## src/rtl/uart_arb_pkg.sv

```systemverilog
// rtl/uart_arb_pkg.sv - shared types and constants for the uart_tx message arbiter
package uart_arb_pkg;

    localparam int BYTE_W = 8;

    typedef enum logic {
        IDLE   = 1'b0,
        LOCKED = 1'b1
    } arb_state_e;

    // Index width for n requesters; never narrower than one bit.
    function automatic int idx_width(input int n);
        return (n > 1) ? $clog2(n) : 1;
    endfunction

endpackage

```

## src/rtl/rr_pick.sv

```systemverilog
// rtl/rr_pick.sv - combinational round-robin picker: first set request after ptr_i, wrapping at N
module rr_pick #(
    parameter int N = 4,
    parameter int W = 2
) (
    input  logic [N-1:0] req_i,
    input  logic [W-1:0] ptr_i,
    output logic [W-1:0] idx_o,
    output logic         any_o
);

    int j;

    // Scan from the farthest offset down so the nearest requester after ptr_i wins.
    always_comb begin
        idx_o = '0;
        any_o = 1'b0;
        j     = 0;
        for (int k = N; k >= 1; k--) begin
            j = int'(ptr_i) + k;
            if (j >= N) begin
                j = j - N;
            end
            if (req_i[j]) begin
                idx_o = W'(j);
                any_o = 1'b1;
            end
        end
    end

endmodule

```

## src/rtl/uart_tx_arbiter.sv

```systemverilog
// rtl/uart_tx_arbiter.sv - message-granular round-robin sharing of one uart_tx; UART_ARB_TIMEOUT_EN adds stalled-owner release
module uart_tx_arbiter
    import uart_arb_pkg::*;
#(
    parameter int  NUM_REQ        = 4,
    parameter int  TIMEOUT_CYCLES = 1024,
    localparam int GW             = idx_width(NUM_REQ)
) (
    input  logic                      clk,
    input  logic                      reset,
    input  logic [NUM_REQ-1:0]        req_valid,
    input  logic [BYTE_W*NUM_REQ-1:0] req_data,
    input  logic [NUM_REQ-1:0]        req_last,
    output logic [NUM_REQ-1:0]        req_ready,
    output logic                      tx_req,
    output logic [BYTE_W-1:0]         tx_data,
    input  logic                      tx_ready,
    output logic [GW-1:0]             grant_id,
    output logic                      busy
`ifdef UART_ARB_TIMEOUT_EN
    ,
    output logic                      timeout
`endif
);

    arb_state_e    state_q;
    logic [GW-1:0] grant_q;
    logic [GW-1:0] rr_ptr_q;
    logic [GW-1:0] pick_idx;
    logic          pick_any;
    logic          xfer;

    rr_pick #(
        .N (NUM_REQ),
        .W (GW)
    ) u_rr_pick (
        .req_i (req_valid),
        .ptr_i (rr_ptr_q),
        .idx_o (pick_idx),
        .any_o (pick_any)
    );

    // Byte path is a pure mux while locked so each byte costs no extra cycle.
    always_comb begin
        tx_req    = 1'b0;
        tx_data   = '0;
        req_ready = '0;
        if (state_q == LOCKED) begin
            tx_req             = req_valid[grant_q];
            tx_data            = req_data[grant_q*BYTE_W +: BYTE_W];
            req_ready[grant_q] = tx_ready;
        end
    end

    assign xfer     = (state_q == LOCKED) && req_valid[grant_q] && tx_ready;
    assign grant_id = grant_q;
    assign busy     = (state_q == LOCKED);

`ifdef UART_ARB_TIMEOUT_EN
    localparam int CW = (TIMEOUT_CYCLES > 1) ? $clog2(TIMEOUT_CYCLES) : 1;

    logic [CW-1:0] idle_cnt_q;
    logic          timeout_q;

    assign timeout = timeout_q;
`endif

    always_ff @(posedge clk or negedge reset) begin
        if (!reset) begin
            state_q    <= IDLE;
            grant_q    <= '0;
            rr_ptr_q   <= GW'(NUM_REQ - 1);
`ifdef UART_ARB_TIMEOUT_EN
            idle_cnt_q <= '0;
            timeout_q  <= 1'b0;
`endif
        end else begin
`ifdef UART_ARB_TIMEOUT_EN
            timeout_q <= 1'b0;
`endif
            case (state_q)
                IDLE: begin
                    if (pick_any) begin
                        grant_q    <= pick_idx;
                        state_q    <= LOCKED;
`ifdef UART_ARB_TIMEOUT_EN
                        idle_cnt_q <= '0;
`endif
                    end
                end
                LOCKED: begin
                    if (xfer && req_last[grant_q]) begin
                        state_q  <= IDLE;
                        rr_ptr_q <= grant_q;
                    end
`ifdef UART_ARB_TIMEOUT_EN
                    else if (xfer) begin
                        idle_cnt_q <= '0;
                    end else if (!req_valid[grant_q]) begin
                        // Owner went quiet too long: hand the line to the next requester.
                        if (idle_cnt_q == CW'(TIMEOUT_CYCLES - 1)) begin
                            state_q   <= IDLE;
                            rr_ptr_q  <= grant_q;
                            timeout_q <= 1'b1;
                        end else begin
                            idle_cnt_q <= idle_cnt_q + 1'b1;
                        end
                    end
`endif
                end
                default: state_q <= IDLE;
            endcase
        end
    end

endmodule

```

## config.mk

```make
export PLATFORM = sky130hd
export DESIGN_NAME = uart_tx_arbiter
export DESIGN_NICKNAME = d
export VERILOG_FILES = /design/src/rtl/uart_arb_pkg.sv /design/src/rtl/rr_pick.sv /design/src/rtl/uart_tx_arbiter.sv
export SDC_FILE = /design/constraint.sdc
export NUM_CORES = 1
export LEC_CHECK = 0
export ABC_CLOCK_PERIOD_IN_PS = 2200
export BUFFER_PORTS_ARGS = -buffer_cell sky130_fd_sc_hd__buf_2
export CAP_MARGIN = 15
export CORE_MARGIN = 1
export CORE_UTILIZATION = 38
export CTS_BUF_LIST = sky130_fd_sc_hd__clkbuf_2 sky130_fd_sc_hd__clkbuf_4 sky130_fd_sc_hd__clkbuf_8
export CTS_CLUSTER_SIZE = 12
export DETAILED_ROUTE_END_ITERATION = 12
export PLACE_DENSITY = 0.86
export RECOVER_POWER = 100
export SYNTH_ARGS = -nofsm -noshare
export SYNTH_HDL_FRONTEND = slang
export SYNTH_SLANG_ARGS = --single-unit
```

## constraint.sdc

```tcl
create_clock -name clk -period 2.2 [get_ports clk]
set_input_delay 0.44 -clock clk [delete_from_list [all_inputs] [get_ports clk]]
set_output_delay 0.44 -clock clk [all_outputs]
set_load 0.02 [all_outputs]
```

After elaboration in Yosys (flattened, before gate mapping). Cells that the tools add are included.

Flip-flop bits (word level): 5. Bits in latches: 0. RAM bits: 0. Memory bits (read-only): 0. Input port bits: 43. Logic and storage cells: 66. Memories kept: 0.

$add $sub $neg: 8. Multiply operators: 0. Div/mod/pow operators: 0. $lt $le $gt $ge: 10. Eq/ne operators: 0. Shifts and indexed selects: 1. Mux-type cells: 36. Bitwise gates (word level): 2. Reduce and logical (&&, ||, !) cells: 6.

Operators by type and width (count): $ge 32x4->1 const B (4); $lt 32x4->1 const B (4); $mux 32 (4); $sub 32x4->32 const B (4); $shiftx 32x6->8 (1); $mux 1 (18); $bmux 1 s2 (6); $mux 2 (4); $mux 8 (1); $add 2x2->3 const B (2); $add 2x3->4 const B (1); $and 4x4->4 (1); $logic_and 1x1->1 (4); $mux 4 (1); $reduce_and 2->1 (2); $add 2x1->3 const B (1); $lt 2x3->1 const B (1); $demux 1 s2 (1); $ge 2x1->1 const B (1); $pmux 1 s2 (1); $not 1->1 (1).

Logic depth before layout (Yosys ltp). Gate-level depths: netlist (run 1).

Word-level depth: 12. Depth in mapped cells: 5. Gate-level depth less buffers: 4.

Hierarchy. A second synthesis (run 1) with hierarchy kept.

Cells, all modules: 59. Area, all modules: 638.1 um^2.

Modules (own cells, without submodules): uart_tx_arbiter (times used 1, cells an instance 45, area an instance 546.8 um^2, seq. area each 127.6 um^2); rr_pick (times used 1, cells an instance 14, area an instance 91.3 um^2, seq. area each 0.0 um^2).

Worst setup path after synthesis (run 1). OpenSTA, ideal clock, no wires.

Path type: register to output. From: reg grant_q[0] (netlist: grant_id[0]). To: out tx_data[0]. Arrival: 1.518 ns. Data required time: 1.760 ns. Slack: 0.242 ns. Cell stages (with the launch flop): 5. Path buffers: 2. Cells stage by stage: dfrtp_1 -> buf_4 -> buf_4 -> mux4_2 -> and2_1.

Word-level cells in the longest chain between the ends: 2.

Ends and longest elaborated chain: start: declaration (RTL line uart_tx_arbiter.sv:27) `logic [GW-1:0] grant_q;`; start signal: assignment (RTL line uart_tx_arbiter.sv:84) `grant_q <= pick_idx;`; $shiftx 32x6->8 (RTL line uart_tx_arbiter.sv:50) `tx_data = req_data[grant_q*BYTE_W +: BYTE_W];`; $mux 8 (RTL line uart_tx_arbiter.sv:48) `if (state_q == LOCKED) begin`; end: declaration (RTL line uart_tx_arbiter.sv:16) `output logic [BYTE_W-1:0] tx_data,`.

No other way between the ends.

Worst setup path after layout (run 1).
From: reg grant_q[0] (netlist: grant_id[0]). To: out tx_req.

Word-level cells in the longest chain between the ends: 3.

Ends and longest elaborated chain: $bmux 1 s2 (RTL line uart_tx_arbiter.sv:49) `tx_req = req_valid[grant_q];`; $mux 1 (implied by the code) (RTL line uart_tx_arbiter.sv:49); $mux 1 (RTL line uart_tx_arbiter.sv:48); end: declaration (RTL line uart_tx_arbiter.sv:15) `output logic tx_req,`.

No other way between the ends. The select of a mux whose other input is x is not followed.

==> results of run 1 <==
## registers in the layout, summed over array words and instances, names as in the netlist
signal / count
busy: 1
grant_id: 2
rr_ptr_q: 2
## report_power, final
part / switching, mW / internal, mW
Clock: 0.0387 / 0.0810
Sequential: 0.101 / 0.140
Combinational: 0.442 / 0.404
Total: 0.582 / 0.626
## final cells by class
cell class | count | share of cell area, %
clock buffer | 4 | 3.06
inverter | 5 | 1.91
multi-input combinational | 54 | 49.2
sequential | 5 | 13.0
tap | 16 | 2.04
timing repair buffer | 61 | 30.8
## stage by stage
stage	power [mW]	hold slack, ns	area (µm²)
after floorplan	0.863	0.144	662
after global placement	1.08	0.253	955
after detailed placement	1.11	0.256	955
after global routing	1.29	0.520	982
after CTS	1.23	0.477	995
final	1.21	0.481	982
## critical path: stages, from the launching register on
cell      delay [ns]
dfrtp_1         0.33
clkbuf_4        0.20
mux4_1          0.57
and2_1          0.18
buf_2           0.15
## worst max-delay path by stage
| stage | startpoint | endpoint | slack, ns |
|---|---|---|---|
| 3_3_place_gp | req_valid[1] | tx_req | 0.40 |
| 6_report | grant_id[0]$_DFFE_PN0P_ | tx_req | 0.1 |
| 4_1_cts | grant_id[0]$_DFFE_PN0P_ | tx_req | 0.10 |
| 3_5_place_dp | req_valid[1] | tx_req | 0.34 |
| 2_1_floorplan | grant_id[0]$_DFFE_PN0P_ | tx_data[0] | 0.24 |
| 5_1_grt | grant_id[0]$_DFFE_PN0P_ | tx_req | 0.04 |
## per-layer routing
metal	track usage [%]	part of all wire (%)	vias up
met3	4.58	10	4
met2	39.4	54	51
li1	-	-	383
met5	0	0	-
met4	13.8	1.1	0
met1	22.2	35	381
## cell families after synthesis
logic type      after synthesis  synth area share [%]
simple gates                 26                  20.0
compound gates               16                  15.1
mux                          12                  37.8
buf+inv                      11                  7.75
flops                         5                  19.3
## layout by cell type (no fill, tap or decap)
cell / count
a211o_1: 1
nor2_1: 4
o41ai_1: 1
inv_1: 4
nor3_1: 2
or2_2: 1
mux2i_1: 1
a31oi_1: 2
mux4_2: 9
dlygate4sd3_1: 1
o41a_1: 1
mux4_1: 1
inv_2: 1
nand3_1: 2
nand2_1: 6
dfstp_2: 2
dfrtp_1: 3
nor4_1: 1
mux2_2: 1
o21ai_0: 7
clkbuf_1: 10
nand2b_1: 1
clkbuf_2: 7
buf_4: 1
clkbuf_4: 5
a21oi_1: 2
o22ai_1: 1
and2_1: 9
buf_2: 41
o31ai_1: 1
## what timing repair did
item	in CTS	in global routing
setup endpoints to repair	0	0
hold buffers	1	0
endpoints found under the hold margin	3	0
==> results.md, run 1 <==
- Final setup violation count: 0
- Area contributors post-synth: mux4_2 31%, dfrtp_1 11%, and2_1 8.5%, dfstp_2 7.9%, o21ai_0 5.3%
- Max-cap violations: 0
- Worst EP required: around 1.8 ns
- # diodes: 0
- RR Endpoint: busy$_DFF_PN0_
- Routability congestion estimate: between 0.8 and 0.9
- Peak supply drop: 0.000649 V
- Tmin final: 2.10 ns
- NumNets Final: 173
- Avg Inst Size Synth: approximately 9.5 µm²
- Slew margin rel.: about three fifths
- Die height: 43.7 µm
- Register Area: approximately 130 µm²
- Routed len/inst: 14.2 µm
- I/O pin count: 59
- Crit path DAT: approximately 1.7 ns
- Status: finished with violations
- Clk slew on worst S/H paths: ~0.05 ns
- Layout fillers: approximately 130
- Worst-case clock buffer depth: 2
- Critical path class: register to primary output
- DP HPWL: approximately 1700 µm
- GR Overflow Total: 0
- CP max FO: 6
- Most frequent cells after synthesis: 9 x and2_1, 9 x mux4_2, 7 x o21ai_0, 6 x nand2_1
- PD cells: about 1200 mW/mm²
- Synth cell types: 28
- DP Cell Count: 140
- FF+latch count, synth: 5
- Post-Place Setup Slack: 0.345 ns
- Avg Vias per Cell: 5.65
- DR iter-0 viols: 26
- Critical R2R Launch: grant_id[1]$_DFFE_PN0P_
- Worst-Margin Slew: 0.624 ns
- Final number of hold-violating endpoints: 0
- Die X: about 44 µm
- RSZ-0062 raised after global routing: false
- Worst hold path class: input pin to register
- Post-synth top area share: approximately 31%
- Core area: 0.00156 mm²
- Number of H-tree branching levels: 1
- TritonCTS Buffers: 3
- Tcrit/Tclk final: between 90% and 100%
- Residual DRC count: 8
- Setup Buffers After CTS: 0
- Worst R2R Setup Slack: around 0.48 ns
- Yosys top cell by area: mux4_2
- Total global-route track usage: 21.7%
- Initial antenna violation count: 0
- Max Clock Skew: 0.00739 ns
- Initial Utilization: between 40 and 50%
- Final Util: between 60 and 70%
- Failing checks: DRC
- Number of port buffers: 58
- Startpoint types: register
- Root buffer cell: clkbuf_4
- Post-Syn Nets: about 110
- Lkg Pwr: 0.476 nW
- Largest net degree at the start of global routing: 19
- Clk_lat worst skew: roughly 0.24 ns
- CTS sink count: 5
- Number of global-route vias before repair: 760
- Slew Limit Fails: 0
- Row cnt: 14
- Share of cells above drive strength 1: 52.7%
- Synth warn: 0
- Mapped Cells: 70
- Register area share after synthesis: roughly a fifth
- Via count: between 800 and 900
- CTS tree: done
- DRT Pass-1 Iters: 9
- Final Worst Setup Slack: 0.0973 ns
- Min-Delay Endpoint: rr_ptr_q[1]$_DFFE_PN1P_
- Hold-critical path depth: 3
- Worst setup EP type: primary output
- Fin cells: approximately 150
- Global-route wire length before repair: between 3000 and 4000 µm
- Max Clk Rate: ~480 MHz
- EDFF count, synth: 0
- Sum Neg Setup Slack: 0 ns
- Synthesized area: ~660 µm²
- Top_reg_cell synth: dfrtp_1
- Worst Reg-to-Reg Cells: 4
- Post-synth ARST share: 100%
- Area delta synth->final: 48.4%
- PostCTS Resize Cnt: 0
- Die area: 0.00191 mm²
- Multi-input gate area: between 400 and 500 µm²
- WL final: 2060 µm
- ANT nets after route: 0
- Hold_sp: tx_ready
(Power assumes the default switching activity.)
==> run 2: changes to the inputs <==
==> constraint.sdc (replaced) <==
create_clock -name clk -period 2.2 [get_ports clk]
set_input_delay 0.44 -clock clk [delete_from_list [all_inputs] [get_ports clk]]
set_output_delay 0.44 -clock clk [all_outputs]
set_load 0.005 [all_outputs]
==> run 2 against run 1 <==
  * The flow still finishes with violations (DRC)
  * Non-clock buffer count fell by 1
  * Hold slack got worse by 0.44 ns
  * Sequential share of layout area rose by 0.13 points
  * Global-route usage fell by 2.5 points
  * Flip-flop and latch count did not move
  * Power fell by 15%
  * Die area did not move
  * Sequential power barely moved
  * Largest power group unchanged
  * Core utilization fell by 0.64 points
  * Combinational power fell by 21%
  * Via count fell by 1.6%
==> results.md, run 2 (synthesized netlist as in run 1, its figures left out) <==
- Die X: 43.7 µm (unchanged)
- Row cnt: 14 (unchanged)
- Slew Limit Fails: 0 (unchanged)
- GR Overflow Total: 0 (unchanged)
- DP Cell Count: 140 (unchanged)
- Peak supply drop: 0.000690 V (+6.4%)
- Worst hold path class: input pin to asynchronous set/reset pin
- Fin cells: 144 (-0.69%)
- DP HPWL: 1610 µm (-4.0%)
- CP max FO: 6 (unchanged)
- P_sw: 0.403 mW (-31%)
- Clk slew on worst S/H paths: 0.04 ns (about the same)
- CP Cell Sequence: buf_4 -> mux4_1 -> and2_0 -> buf_2
- I/O pin count: 59 (unchanged)
- Core area: 0.00156 mm² (unchanged)
- Via count: 806 (-1.6%)
- Max incr delay on CP: 0.55 ns (-0.02 ns)
- Lkg Pwr: 0.469 nW (-1.4%)
- Clk_lat worst skew: 0.23 ns (about the same)
- Tmin final: 1.99 ns (-0.109 ns)
- # diodes: 0 (unchanged)
- CTS tree: done
- Status: finished with violations
- Number of port buffers: 58 (unchanged)
- Hold buffer count at CTS: 0 (-1)
- Share of cells above drive strength 1: 53.1% (+0.41 points)
- Die height: 43.7 µm (unchanged)
- Failing checks: DRC
- Avg Vias per Cell: 5.60 (-0.90%)
- Residual DRC count: 8 (unchanged)
- Worst EP required: 1.76 ns (about the same)
- Part of the power in registers: 23.5% (+3.5 points)
- Routed len/inst: 13.2 µm (-7.2%)
- Worst setup EP type: primary output
- Final number of hold-violating endpoints: 0 (unchanged)
- Setup Buffers After CTS: 0 (unchanged)
- Worst-case clock buffer depth: 2 (unchanged)
- Routability congestion estimate: 0.832 (+2.0%)
- ANT nets after route: 0 (unchanged)
- Crit path DAT: 1.55 ns (-0.11 ns)
- Combinational share of power: 65.4% (-4.7 points)
- Sw Share: 39.4% (-8.8 points)
- TritonCTS Buffers: 3 (unchanged)
- Final setup violation count: 0 (unchanged)
- Max-cap violations: 0 (unchanged)
- Max Clk Rate: 502 MHz (+5.5%)
- WL final: 1900 µm (-7.9%)
- Total global-route track usage: 19.2% (-2.5 points)
- PostCTS Resize Cnt: 0 (unchanged)
- Worst-Margin Slew: 0.550 ns (-0.0735 ns)
- Initial Utilization: 42.5% (unchanged)
- Clk network pwr share: 11.1% (+1.2 points)
- Slew margin rel.: 63.0% (+4.9 points)
- Root buffer cell: clkbuf_4
- Tcrit/Tclk final: 90.6% (-5.0 points)
- Max Clock Skew: 0.00148 ns (-0.00591 ns)
- CTS sink count: 5 (unchanged)
- Sum Neg Setup Slack: 0 ns (unchanged)
- DRT Pass-1 Iters: 8 (-1)
- Area delta synth->final: 46.9%
- Commonest non-fill, non-tap cell in the layout: buf_2
- Slowest CP cell: mux4_1
- Die area: 0.00191 mm² (unchanged)
- Internal power: 0.621 mW (-0.83%)
- RSZ-0062 raised after global routing: false
- DR iter-0 viols: 22 (-15%)
- Number of H-tree branching levels: 1 (unchanged)
- Global-route wire length before repair: 2870 µm (-6.5%)
- Number of global-route vias before repair: 708 (-6.8%)
- Most frequent cells in the layout: 48 x buf_2, 10 x clkbuf_1, 9 x mux4_2
- Startpoint types: register
- PD cells: 1050 mW/mm² (-14%)
- Critical path class: register to primary output
- Largest net degree at the start of global routing: 19 (unchanged)
- NumNets Final: 172 (-0.58%)
- Initial antenna violation count: 0 (unchanged)
==> run 2: stage by stage <==
step           instance area (µm²)  util (%)  total power, mW  setup WS, ns  hold WS [ns]
2_1_floorplan                  662         -            0.695         0.430         0.144
3_3_place_gp                   955      61.2            0.909         0.430         0.254
3_5_place_dp                   955      61.2            0.931         0.414         0.256
4_1_cts                        985      63.2             1.05         0.191        0.0121
5_1_grt                        972      62.4             1.11        0.0948        0.0620
6_report                       972      62.4             1.02         0.206        0.0434
==> run 2: power groups by stage <==
stage	registers (mW)	logic (mW)	clock network, mW
final	0.240	0.669	0.113
after global placement	0.239	0.670	0
after floorplan	0.180	0.515	0
after CTS	0.240	0.691	0.115
after global routing	0.255	0.736	0.121
after detailed placement	0.241	0.690	0
==> run 2: per-layer routing <==
| metal | part of all wire, % | GRT usage (%) | vias to the layer above |
|---|---|---|---|
| met4 | 0 | 2.50 | 0 |
| met3 | 12 | 4.58 | 0 |
| li1 | - | - | 380 |
| met1 | 35 | 21.8 | 378 |
| met5 | 0 | 0 | - |
| met2 | 53 | 36.7 | 48 |
==> run 2: worst max-delay path, delay by kind of cell, from the launching register on <==
| family | cells | cell delay [ns] |
|---|---|---|
| buffers and inverters | 2 | 0.28 |
| multiplexers | 1 | 0.55 |
| flip-flops | 1 | 0.33 |
| AND/OR/NAND/NOR | 1 | 0.16 |
==> run 2: path summary, 6_finish.rpt <==
path / depth (start not counted) / slack (ns) / end / start
max reg2reg: 4 / 0.51 / rr_ptr_q[1]$_DFFE_PN1P_ / grant_id[1]$_DFFE_PN0P_
max: 4 / 0.21 / tx_req / grant_id[0]$_DFFE_PN0P_
min reg2reg: 2 / 0.55 / rr_ptr_q[0]$_DFFE_PN1P_ / rr_ptr_q[0]$_DFFE_PN1P_
max in group asynchronous: 1 / 1.90 / rr_ptr_q[0]$_DFFE_PN1P_ / reset
min: 1 / 0.04 / grant_id[1]$_DFFE_PN0P_ / reset
min in group clk: 3 / 0.49 / rr_ptr_q[1]$_DFFE_PN1P_ / tx_ready
==> run 2: final cells by class <==
| class | count | area (µm²) |
|---|---|---|
| tap | 16 | 20.0 |
| fill | 133 | 587 |
| inverter | 5 | 18.8 |
| sequential | 5 | 128 |
| timing repair buffer | 60 | 293 |
| clock buffer | 4 | 30.0 |
| multi-input combinational | 54 | 483 |
==> run 3: changes to the inputs <==
--- a/config.mk
+++ b/config.mk
@@ -8,7 +8,7 @@
 export ABC_CLOCK_PERIOD_IN_PS = 2200
 export BUFFER_PORTS_ARGS = -buffer_cell sky130_fd_sc_hd__buf_2
 export CAP_MARGIN = 15
-export CORE_MARGIN = 1
+export CORE_MARGIN = 2
 export CORE_UTILIZATION = 38
 export CTS_BUF_LIST = sky130_fd_sc_hd__clkbuf_2 sky130_fd_sc_hd__clkbuf_4 sky130_fd_sc_hd__clkbuf_8
 export CTS_CLUSTER_SIZE = 12
==> run 3 against run 2 <==
  * The run now ends clean
  * Combinational power down 1%
  * Hold slack better by 0.45 ns
  * Count of clock-buffer cells in the layout unchanged
  * Global-route usage up 0.56 points
  * Via count up 0.99%
  * Die area up 9.4%
  * Worst setup slack worse by 0.085 ns
  * Non-clock buffer count unchanged
==> results.md, run 3 (synthesized netlist as in run 1, its figures left out) <==
- DR iter-0 viols: 9 (-59%)
- Lkg Pwr: 0.467 nW (-0.38%)
- Clk_lat worst skew: 0.25 ns (+0.02 ns)
- Met1 usage: 17.9% (-3.9 points)
- Residual DRC count: 0 (-8)
- Cell Area, Placed: 961 µm² (+0.66%)
- GR Overflow Total: 0 (unchanged)
- Sum Neg Setup Slack: 0 ns (unchanged)
- Hold-critical path depth: 3
- GRT Max-Usage Layer: met2
- I/O pin count: 59 (unchanged)
- Die area: 0.00209 mm² (+9.4%)
- Final instance area: 987 µm² (+1.5%)
- Max Clk Rate: 481 MHz (-4.1%)
- Root buffer cell: clkbuf_4
- Slew margin rel.: 66.6% (+3.6 points)
- P_sw: 0.417 mW (+3.6%)
- Worst hold path class: input pin to register
- Clk slew on worst S/H paths: 0.04 ns (about the same)
- Fin cells: 145 (+0.69%)
- Peak supply drop: 0.000392 V (-43%)
- Number of global-route vias before repair: 720 (+1.7%)
- Largest net degree at the start of global routing: 19 (unchanged)
- DP HPWL: 1730 µm (+7.4%)
- Number of port buffers: 58 (unchanged)
- TritonCTS Buffers: 3 (unchanged)
- ANT nets after route: 0 (unchanged)
- Avg Vias per Cell: 5.61 (+0.30%)
- Setup Buffers After CTS: 0 (unchanged)
- Initial Utilization: 39.2% (-3.3 points)
- Share of cells above drive strength 1: 51.6% (-1.6 points)
- Worst setup EP type: primary output
- Slew Limit Fails: 0 (unchanged)
- Most frequent cells in the layout: 46 x buf_2, 12 x clkbuf_1, 9 x mux4_2, 9 x and2_1, 7 x o21ai_0
- CP max FO: 8 (+2)
- Total global-route track usage: 19.8% (+0.56 points)
- Combinational share of power: 63.0% (-2.4 points)
- CTS sink count: 5 (unchanged)
- # diodes: 0 (unchanged)
- Final setup violation count: 0 (unchanged)
- Worst-case clock buffer depth: 2 (unchanged)
- Clk network pwr share: 11.8% (+0.7 points)
- RSZ-0062 raised after global routing: false
- Final number of hold-violating endpoints: 0 (unchanged)
- Hold_sp: tx_ready
- Final Worst Setup Slack: 0.121 ns (-0.0850 ns)
- Tmin final: 2.08 ns (+0.0850 ns)
- NumNets Final: 172 (unchanged)
- CTS tree: done
- DRT Pass-1 Iters: 4 (-4)
- Global-route wire length before repair: 2850 µm (-0.73%)
- Routed len/inst: 14.4 µm (+9.3%)
- Max Clock Skew: 0.000305 ns (-0.00117 ns)
- Initial antenna violation count: 0 (unchanged)
- Core area: 0.00169 mm² (+8.3%)
- Die X: 45.7 µm (+4.6%)
- Critical path class: register to primary output
- Max-cap violations: 0 (unchanged)
- Final total power: 1.05 mW (+2.5%)
- Number of H-tree branching levels: 1 (unchanged)
- Post-Place Setup Slack: 0.274 ns (-0.141 ns)
- Startpoint types: register
- Sw Share: 39.8% (+0.42 points)
- GR Util met2: 37.7% (+1.0 points)
- WL final: 2090 µm (+10%)
- DP Cell Count: 140 (unchanged)
- Crit path DAT: 1.64 ns (+0.09 ns)
- Critical R2R Launch: grant_id[1]$_DFFE_PN0P_
- Worst EP required: 1.76 ns (about the same)
- Tcrit/Tclk final: 94.5% (+3.9 points)
- Commonest non-fill, non-tap cell in the layout: buf_2
- Part of the power in registers: 25.1% (+1.6 points)
- Via count: 814 (+0.99%)
- Internal power: 0.631 mW (+1.8%)
- Worst Reg-to-Reg Cells: 4 (unchanged)
- CP startpoint: grant_id[0]$_DFFE_PN0P_
- Worst-Margin Slew: 0.501 ns (-0.0494 ns)
- PD cells: 1060 mW/mm² (+0.92%)
- Routability congestion estimate: 0.896 (+7.7%)
- Die height: 45.7 µm (+4.6%)
- Row cnt: 15 (+1)
- Status: finished, final reports clean
- Grt met3 use: 4.76% (+0.18 points)
- Area delta synth->final: 49.1%
[run 3: power groups by stage]
stage          Sequential [mW]  Combinational, mW  Clock [mW]
3_3_place_gp             0.260              0.662           0
3_5_place_dp             0.264              0.679           0
5_1_grt                  0.281              0.719       0.130
2_1_floorplan            0.180              0.515           0
4_1_cts                  0.263              0.684       0.127
6_report                 0.263              0.661       0.124
[run 3: final timing paths]
| kind | to | slack (ns) |
|---|---|---|
| max in group asynchronous | rr_ptr_q[0]$_DFFE_PN1P_ | 1.35 |
| worst min register to register | rr_ptr_q[1]$_DFFE_PN1P_ | 0.54 |
| min in group asynchronous | grant_id[1]$_DFFE_PN0P_ | 0.58 |
| worst max register to register | rr_ptr_q[1]$_DFFE_PN1P_ | 0.50 |
| worst min-delay path | rr_ptr_q[1]$_DFFE_PN1P_ | 0.50 |
| worst max-delay path | tx_data[5] | 0.12 |
[run 3: stage by stage]
step	hold slack [ns]	util [%]
detailed placement	0.264	56.9
finish	0.497	58.4
global route	0.505	58.4
global placement	0.257	56.9
CTS	0.493	59.3
floorplan	0.144	-
[run 3: area by class of cell]
| cell class | count | area [µm²] |
|---|---|---|
| Inverter | 5 | 18.8 |
| Multi-Input combinational cell | 54 | 483 |
| Fill cell | 164 | 702 |
| Clock buffer | 4 | 30.0 |
| Tap cell | 17 | 21.3 |
| Timing Repair Buffer | 60 | 305 |
| Sequential cell | 5 | 129 |
[run 3: routing by layer]
metal | vias up | share of wire, %
met5 | - | 0
met4 | 0 | 2.5
met2 | 53 | 51
met1 | 372 | 34
li1 | 382 | -
met3 | 7 | 12
[run 3: timing repair]
item,CTS,global route
endpoints found under the hold margin,3,0
hold buffers,1,0
gates resized for setup,0,1
setup endpoints to repair,0,7
[run 3: critical path, stage by stage, from the launching register on]
cell and delay [ns]:
dfrtp_2 0.46, buf_12 0.16, mux4_2 0.48, and2_1 0.16, buf_2 0.12
